--- config.mk ---
export PLATFORM = sky130hd
export DESIGN_NAME = timebase_gen_flat
export DESIGN_NICKNAME = d
export VERILOG_FILES = /design/src/rtl/timebase_gen_pkg.sv /design/src/rtl/timebase_gen_if.sv /design/src/rtl/timebase_gen_div.sv /design/src/rtl/timebase_gen.sv /design/src/flat_wrapper.sv
export SDC_FILE = /design/constraint.sdc
export NUM_CORES = 1
export LEC_CHECK = 0
export BUFFER_PORTS_ARGS = -buffer_cell sky130_fd_sc_hd__clkbuf_2
export CORE_MARGIN = 4
export CORE_UTILIZATION = 60
export CTS_CLUSTER_DIAMETER = 120
export DETAILED_ROUTE_END_ITERATION = 10
export GPL_TIMING_DRIVEN = 1
export PLACE_DENSITY_LB_ADDON = 0.15
export SLEW_MARGIN = 10
export SYNTH_ARGS = -nofsm -noshare
export SYNTH_HDL_FRONTEND = slang
export SYNTH_SLANG_ARGS = --single-unit
--- constraint.sdc ---
create_clock -name clk_100MHz -period 2.7 [get_ports clk_100MHz]
set_clock_uncertainty 0.1 [all_clocks]
set_input_delay 0.135 -clock clk_100MHz [delete_from_list [all_inputs] [get_ports clk_100MHz]]
set_output_delay 0.135 -clock clk_100MHz [all_outputs]
set_load 0.005 [all_outputs]
--- src/rtl/timebase_gen_pkg.sv ---
// Shared constants and helpers for the clock/calendar timebase.
// The board clock frequency lives here so every block that divides it agrees on one value.
package timebase_gen_pkg;

  localparam int unsigned CLK_FREQ_HZ_DEFAULT = 100_000_000;

  // Half-period limit in cycles minus one; truncating division.
  function automatic int unsigned half_limit(input int unsigned clk_hz,
                                             input int unsigned out_hz);
    return clk_hz / (2 * out_hz) - 1;
  endfunction

endpackage

--- src/rtl/timebase_gen_if.sv ---
// Control inputs and divided outputs of the timebase, grouped as one bundle.
interface timebase_if;
  logic enable;
  logic sync_clear;
  logic step;
  logic fast_mode;
  logic clk_1Hz;
  logic tick_1Hz;
  logic blink;

  modport master (
    output enable, sync_clear, step, fast_mode,
    input  clk_1Hz, tick_1Hz, blink
  );

  modport slave (
    input  enable, sync_clear, step, fast_mode,
    output clk_1Hz, tick_1Hz, blink
  );
endinterface

--- src/rtl/timebase_gen_div.sv ---
// One half-period counter plus toggle flop; wrap flags the cycle in which q will toggle.
module timebase_div #(
  parameter int unsigned          LIMIT_W   = 32,
  parameter logic [LIMIT_W-1:0]   HALF      = LIMIT_W'(9),
  parameter logic [LIMIT_W-1:0]   FAST_HALF = LIMIT_W'(4),
  parameter logic                 INIT      = 1'b0
) (
  input  logic clk,
  input  logic run,
  input  logic clear,
  input  logic fast,
  output logic q,
  output logic wrap
);

  logic [LIMIT_W-1:0] cnt;
  logic [LIMIT_W-1:0] limit;
  logic               at_limit;

  // >= so a drop to the fast limit while cnt sits above it wraps immediately.
  always_comb begin
    limit    = fast ? FAST_HALF : HALF;
    at_limit = (cnt >= limit);
    wrap     = run & at_limit & ~clear;
  end

  always_ff @(posedge clk) begin
    if (clear) begin
      cnt <= '0;
      q   <= INIT;
    end else if (run) begin
      if (at_limit) begin
        cnt <= '0;
        q   <= ~q;
      end else begin
        cnt <= cnt + LIMIT_W'(1);
      end
    end
  end

endmodule

--- src/rtl/timebase_gen.sv ---
// Timebase top: slow clock + tick strobe, independent blink wave, run/hold, re-phase,
// manual single-step and fast mode. Every output comes straight from a flop.
module timebase_gen
  import timebase_gen_pkg::*;
#(
  parameter int unsigned CLK_FREQ_HZ = CLK_FREQ_HZ_DEFAULT,
  parameter int unsigned TICK_HZ     = 1,
  parameter int unsigned BLINK_HZ    = 2,
  parameter int unsigned FAST_HALF   = 4,
  parameter int unsigned CNT_W       = 32
) (
  input  logic        clk_100MHz,
  input  logic        reset,
  timebase_if.slave   ctl
);

  localparam int unsigned TICK_HALF  = half_limit(CLK_FREQ_HZ, TICK_HZ);
  localparam int unsigned BLINK_HALF = half_limit(CLK_FREQ_HZ, BLINK_HZ);

  logic clear;
  logic run;
  logic tick_wrap;
  logic blink_wrap;
  logic clk_q;
  logic blink_q;
  logic tick_q;

  // Reset and re-phase both return the dividers to their power-up phase.
  assign clear = reset | ctl.sync_clear;
  assign run   = ctl.enable;

  timebase_div #(
    .LIMIT_W   (CNT_W),
    .HALF      (CNT_W'(TICK_HALF)),
    .FAST_HALF (CNT_W'(FAST_HALF)),
    .INIT      (1'b0)
  ) u_tick_div (
    .clk   (clk_100MHz),
    .run   (run),
    .clear (clear),
    .fast  (ctl.fast_mode),
    .q     (clk_q),
    .wrap  (tick_wrap)
  );

  timebase_div #(
    .LIMIT_W   (CNT_W),
    .HALF      (CNT_W'(BLINK_HALF)),
    .FAST_HALF (CNT_W'(FAST_HALF)),
    .INIT      (1'b1)
  ) u_blink_div (
    .clk   (clk_100MHz),
    .run   (run),
    .clear (clear),
    .fast  (ctl.fast_mode),
    .q     (blink_q),
    .wrap  (blink_wrap)
  );

  // Tick register: a wrap while the slow clock is low is the upcoming rising edge,
  // so the strobe lands in the same cycle as clk_1Hz goes high. While held, it
  // echoes step one cycle late.
  always_ff @(posedge clk_100MHz) begin
    if (reset) begin
      tick_q <= 1'b0;
    end else if (ctl.sync_clear) begin
      tick_q <= 1'b0;
    end else if (!ctl.enable) begin
      tick_q <= ctl.step;
    end else begin
      tick_q <= tick_wrap & ~clk_q;
    end
  end

  assign ctl.clk_1Hz  = clk_q;
  assign ctl.tick_1Hz = tick_q;
  assign ctl.blink    = blink_q;

  logic unused_blink_wrap;
  assign unused_blink_wrap = blink_wrap;

endmodule

--- src/flat_wrapper.sv ---
// flat-port wrapper written by rule: the top's interface ports become plain ports
module timebase_gen_flat import timebase_gen_pkg::*;
#(
  parameter int unsigned CLK_FREQ_HZ = CLK_FREQ_HZ_DEFAULT,
  parameter int unsigned TICK_HZ     = 1,
  parameter int unsigned BLINK_HZ    = 2,
  parameter int unsigned FAST_HALF   = 4,
  parameter int unsigned CNT_W       = 32
)
  (clk_100MHz, reset, ctl_enable, ctl_sync_clear, ctl_step, ctl_fast_mode, ctl_clk_1Hz, ctl_tick_1Hz, ctl_blink);
  timebase_if ctl_i ();
  input  logic clk_100MHz;
  input  logic reset;
  input wire logic [$bits(ctl_i.enable)-1:0] ctl_enable;
  input wire logic [$bits(ctl_i.sync_clear)-1:0] ctl_sync_clear;
  input wire logic [$bits(ctl_i.step)-1:0] ctl_step;
  input wire logic [$bits(ctl_i.fast_mode)-1:0] ctl_fast_mode;
  output wire logic [$bits(ctl_i.clk_1Hz)-1:0] ctl_clk_1Hz;
  output wire logic [$bits(ctl_i.tick_1Hz)-1:0] ctl_tick_1Hz;
  output wire logic [$bits(ctl_i.blink)-1:0] ctl_blink;
  assign ctl_i.enable = ctl_enable;
  assign ctl_i.sync_clear = ctl_sync_clear;
  assign ctl_i.step = ctl_step;
  assign ctl_i.fast_mode = ctl_fast_mode;
  assign ctl_clk_1Hz = ctl_i.clk_1Hz;
  assign ctl_tick_1Hz = ctl_i.tick_1Hz;
  assign ctl_blink = ctl_i.blink;
  timebase_gen #(.CLK_FREQ_HZ(CLK_FREQ_HZ), .TICK_HZ(TICK_HZ), .BLINK_HZ(BLINK_HZ), .FAST_HALF(FAST_HALF), .CNT_W(CNT_W)) u_core (.clk_100MHz(clk_100MHz), .reset(reset), .ctl(ctl_i));
endmodule
==> metrics.csv <==
stage,metric,value,unit
synth,synthTopCellsByArea,"dfxtp_1, ha_1, xnor2_1, nor2_1, nor3_2",
synth,ys_top_cells_by_count,"dfxtp_1, nor2_1, nand2_1",
synth,async_flop_share,0,
pwr,power.density,437.0,nW/um2
synth,synth_ff_type,dfxtp_1,
worst_setup_path,cp-end-kind,flip-flop,
clocking,clock_latency,0.35,ns
sta,hold-worst-slack,0.009733,ns
pwr,p_seq_frac,0.509,
pwr,power.net_switching,0.0004579,W
synth,synthMostInstantiatedCell,dfxtp_1,
clocking,clkTransAtPathRegs,0.07,ns
sta,hold_viol_final,0,
pwr,power,0.001949,W
worst_setup_path,crit_top_cell,nor2_1,
floorplanning,die_area,8207,um2
clocking,cts_root_buf,clkbuf_8,
pwr,peakVddDrop,0.3083,mV
worst_setup_path,path_cells,or4_4 > nor2_1 > o2111ai_1 > o211a_1 > o21ai_4 > nor2_1,
sta,fmax,0.4164,GHz
cells_and_area,syn2layout_area_growth,8.958,%
synth,syn_area_per_cell,8.726,um2
sta,period_share,0.8895,
routing,wl,8404,um
global_routing,antenna_found_initial,0,
sta,setup_tns,0,ns
sta,worst_pin_slew,1.004,ns
clocking,cts_buffers,9,
clocking,cts_max_level,3,
worst_setup_path,critPathMaxStageDelay,0.58,ns
job,max-cap-violations,0,
global_routing,grt-ovfl-total,0,
cells_and_area,multi_input_area,2605,um2
synth,synth_cell_types,51,
worst_setup_path,worstSetupStartpointType,flip-flop,
worst_setup_path,crit_type,reg2reg,
worst_setup_path,arrival,2.50,ns
sta,finalSetupViolCount,0,
floorplanning,die_h,90.59,um
synth,syn_area,4093,um2
placed_design,hpwl,5766,um
cells_and_area,area.sequential,1341,um2
status,status,"finished, final reports clean",
placed_design,numPortBuffers,8,
cells_and_area,insertedDiodeCount,0,
sta,rsz0062_at_grt,no,
floorplanning,core_area,6495,um2
synth,syn_inst,469,
cells_and_area,final_nets,528,
floorplanning,chipWidth,90.59,um
floorplanning,ios,9,
worst_setup_path,critical-path-slowest-cell,or4_4,
cells_and_area,fill_cells,527,
synth,synth_top_area_cell,dfxtp_1,
placed_design,gp_congestion,0.8048,
global_routing,grt_max_degree,40,
pwr,p_comb_frac,0.047,
synth,netlist.area_leader.share,0.3277,
pwr,p_sw_frac,0.2350,
synth,synth-edff-count,0,
clocking,clk_path_buf_depth,2,
worst_setup_path,path_buf_inv,0,
placed_design,dp_cells,551,
synth,yosys_warnings,0,
routing,routedWlPerCell,14.80,um
floorplanning,start_util,0.6301,
synth,syn-num-nets,510,
routing,vias_per_cell,5.903,
global_routing,grt_pass1_vias,3233,
sta,fin_crit,2.402,ns
sta,slew_headroom,0.3309,
worst_setup_path,crit_family,compound AO/OA/AOI/OAI gates,
routing,drt_iter0_drc,165,
pwr,intPower,0.001491,W
routing,drcViolationCount,0,
worst_hold_path,hold_class,in2reg,
pwr,power.leakage,1.566,nW
global_routing,grt_usage,0.2144,
cells_and_area,layoutNonFillerInstCount,568,
global_routing,grt_first_pass_wirelength,14910,um
worst_setup_path,crit_path_max_fanout,28,
clocking,cts_tree,yes,
floorplanning,row_count,29,
sta,drv_slew,0,
routing,route.vias.total,3353,
clocking,cts_setup_buffers,0,
pwr,p_clk_frac,0.444,
clocking,cts_sinks,67,
cells_and_area,finish.utilization,0.6866,
synth,synth-seq-cells,67,
cells_and_area,drive_gt1_frac,0.1324,
synth,yosysSeqAreaShare,0.3277,
worst_setup_path,cp.required,2.80,ns
routing,dr.pass1.iters,4,
routing,antenna_left,0,
-- kinds of logic (layout without fill, tap and decap cells) --
kind of cell,after synthesis,after routing,synth area share
AOI/OAI and AO/OA,47,47,0.09722
DFF,67,67,0.3277
buffers and inverters,29,51,0.03577
muxes,1,1,0.002446
adders and majority gates,35,35,0.1070
and+or+nand+nor,239,239,0.3207
xor gates and xnor gates,51,51,0.1091
-- routing by layer --
metal,global-route usage,share of wire,up-vias
met4,0.06888,0.0086,0
met1,0.3009,0.49,1586
met5,0,0,-
met2,0.3410,0.47,38
li1,-,-,1719
met3,0.02583,0.028,10
-- cell type report --
cell class	count	share of cell area
multi-input combinational	373	0.5842
sequential	67	0.3008
timing repair buffer	22	0.03648
clock buffer	11	0.03395
tap	77	0.02160
inverter	14	0.01178
clock inverter	4	0.01122
-- final timing paths --
kind	startpoint	cells past startpoint	to	slack [ns]
worst max-delay path	u_core.u_blink_div.cnt[27]	6	u_core.u_blink_div.cnt[28]	0.30
worst min-delay path	ctl_step	3	u_core.ctl.tick_1Hz	0.01
worst max register to register	u_core.u_blink_div.cnt[27]	6	u_core.u_blink_div.cnt[28]	0.30
worst min register to register	u_core.u_blink_div.cnt[31]	2	u_core.u_blink_div.cnt[31]	0.39
-- through the flow --
stage / worst slack, ns / cell area, um2
2_1_floorplan: 0.3407 / 4093
3_3_place_gp: 0.1673 / 4238
3_5_place_dp: 0.08219 / 4238
4_1_cts: 0.2782 / 4459
5_1_grt: 0.03893 / 4459
6_report: 0.2984 / 4459
-- power by group through the flow --
| stage | clock network, W | registers, W | logic [W] |
|---|---|---|---|
| floorplan | 0 | 0.00101 | 0.0000605 |
| global placement | 0 | 0.00101 | 0.0000854 |
| detailed placement | 0 | 0.00102 | 0.0000890 |
| CTS | 0.000874 | 0.000992 | 0.0000915 |
| global route | 0.000912 | 0.000992 | 0.000104 |
| finish | 0.000865 | 0.000992 | 0.0000918 |
-- timing repair --
item	in CTS	in global routing
resized for setup	0	0
setup endpoints to repair	0	0
hold endpoints to repair	1	0
hold buffers	2	0
-- flip-flops by register name, indices dropped and copies added (netlist names) --
name	flops
u_core.u_blink_div.cnt	32
u_core.u_blink_div.q	1
u_core.ctl.tick_1Hz	1
u_core.u_tick_div.cnt	32
u_core.u_tick_div.q	1
-- worst register-to-register path: stages (launching register included) --
cell and delay, ns:
dfxtp_1 0.36, or4_4 0.58, nor2_1 0.15, o2111ai_1 0.11, o211a_1 0.26, o21ai_4 0.57
nor2_1 0.14
-- layout by cell type, fill, tap and decap left out, types with 8 or more instances in the layout --
master,netlist,routed
o21ai_0,8,8
xor2_1,18,18
nand4_1,21,21
nor2_1,60,60
and4_1,8,8
nor3_1,18,18
dfxtp_1,67,67
nor4_1,10,10
clkbuf_8,0,11
nand2_1,47,47
and3_1,8,8
inv_1,13,13
nand3_1,24,24
nor3_2,19,19
xnor2_1,33,33
buf_4,0,11
ha_1,35,35
clkbuf_2,0,8
(Power assumes the default switching activity.)
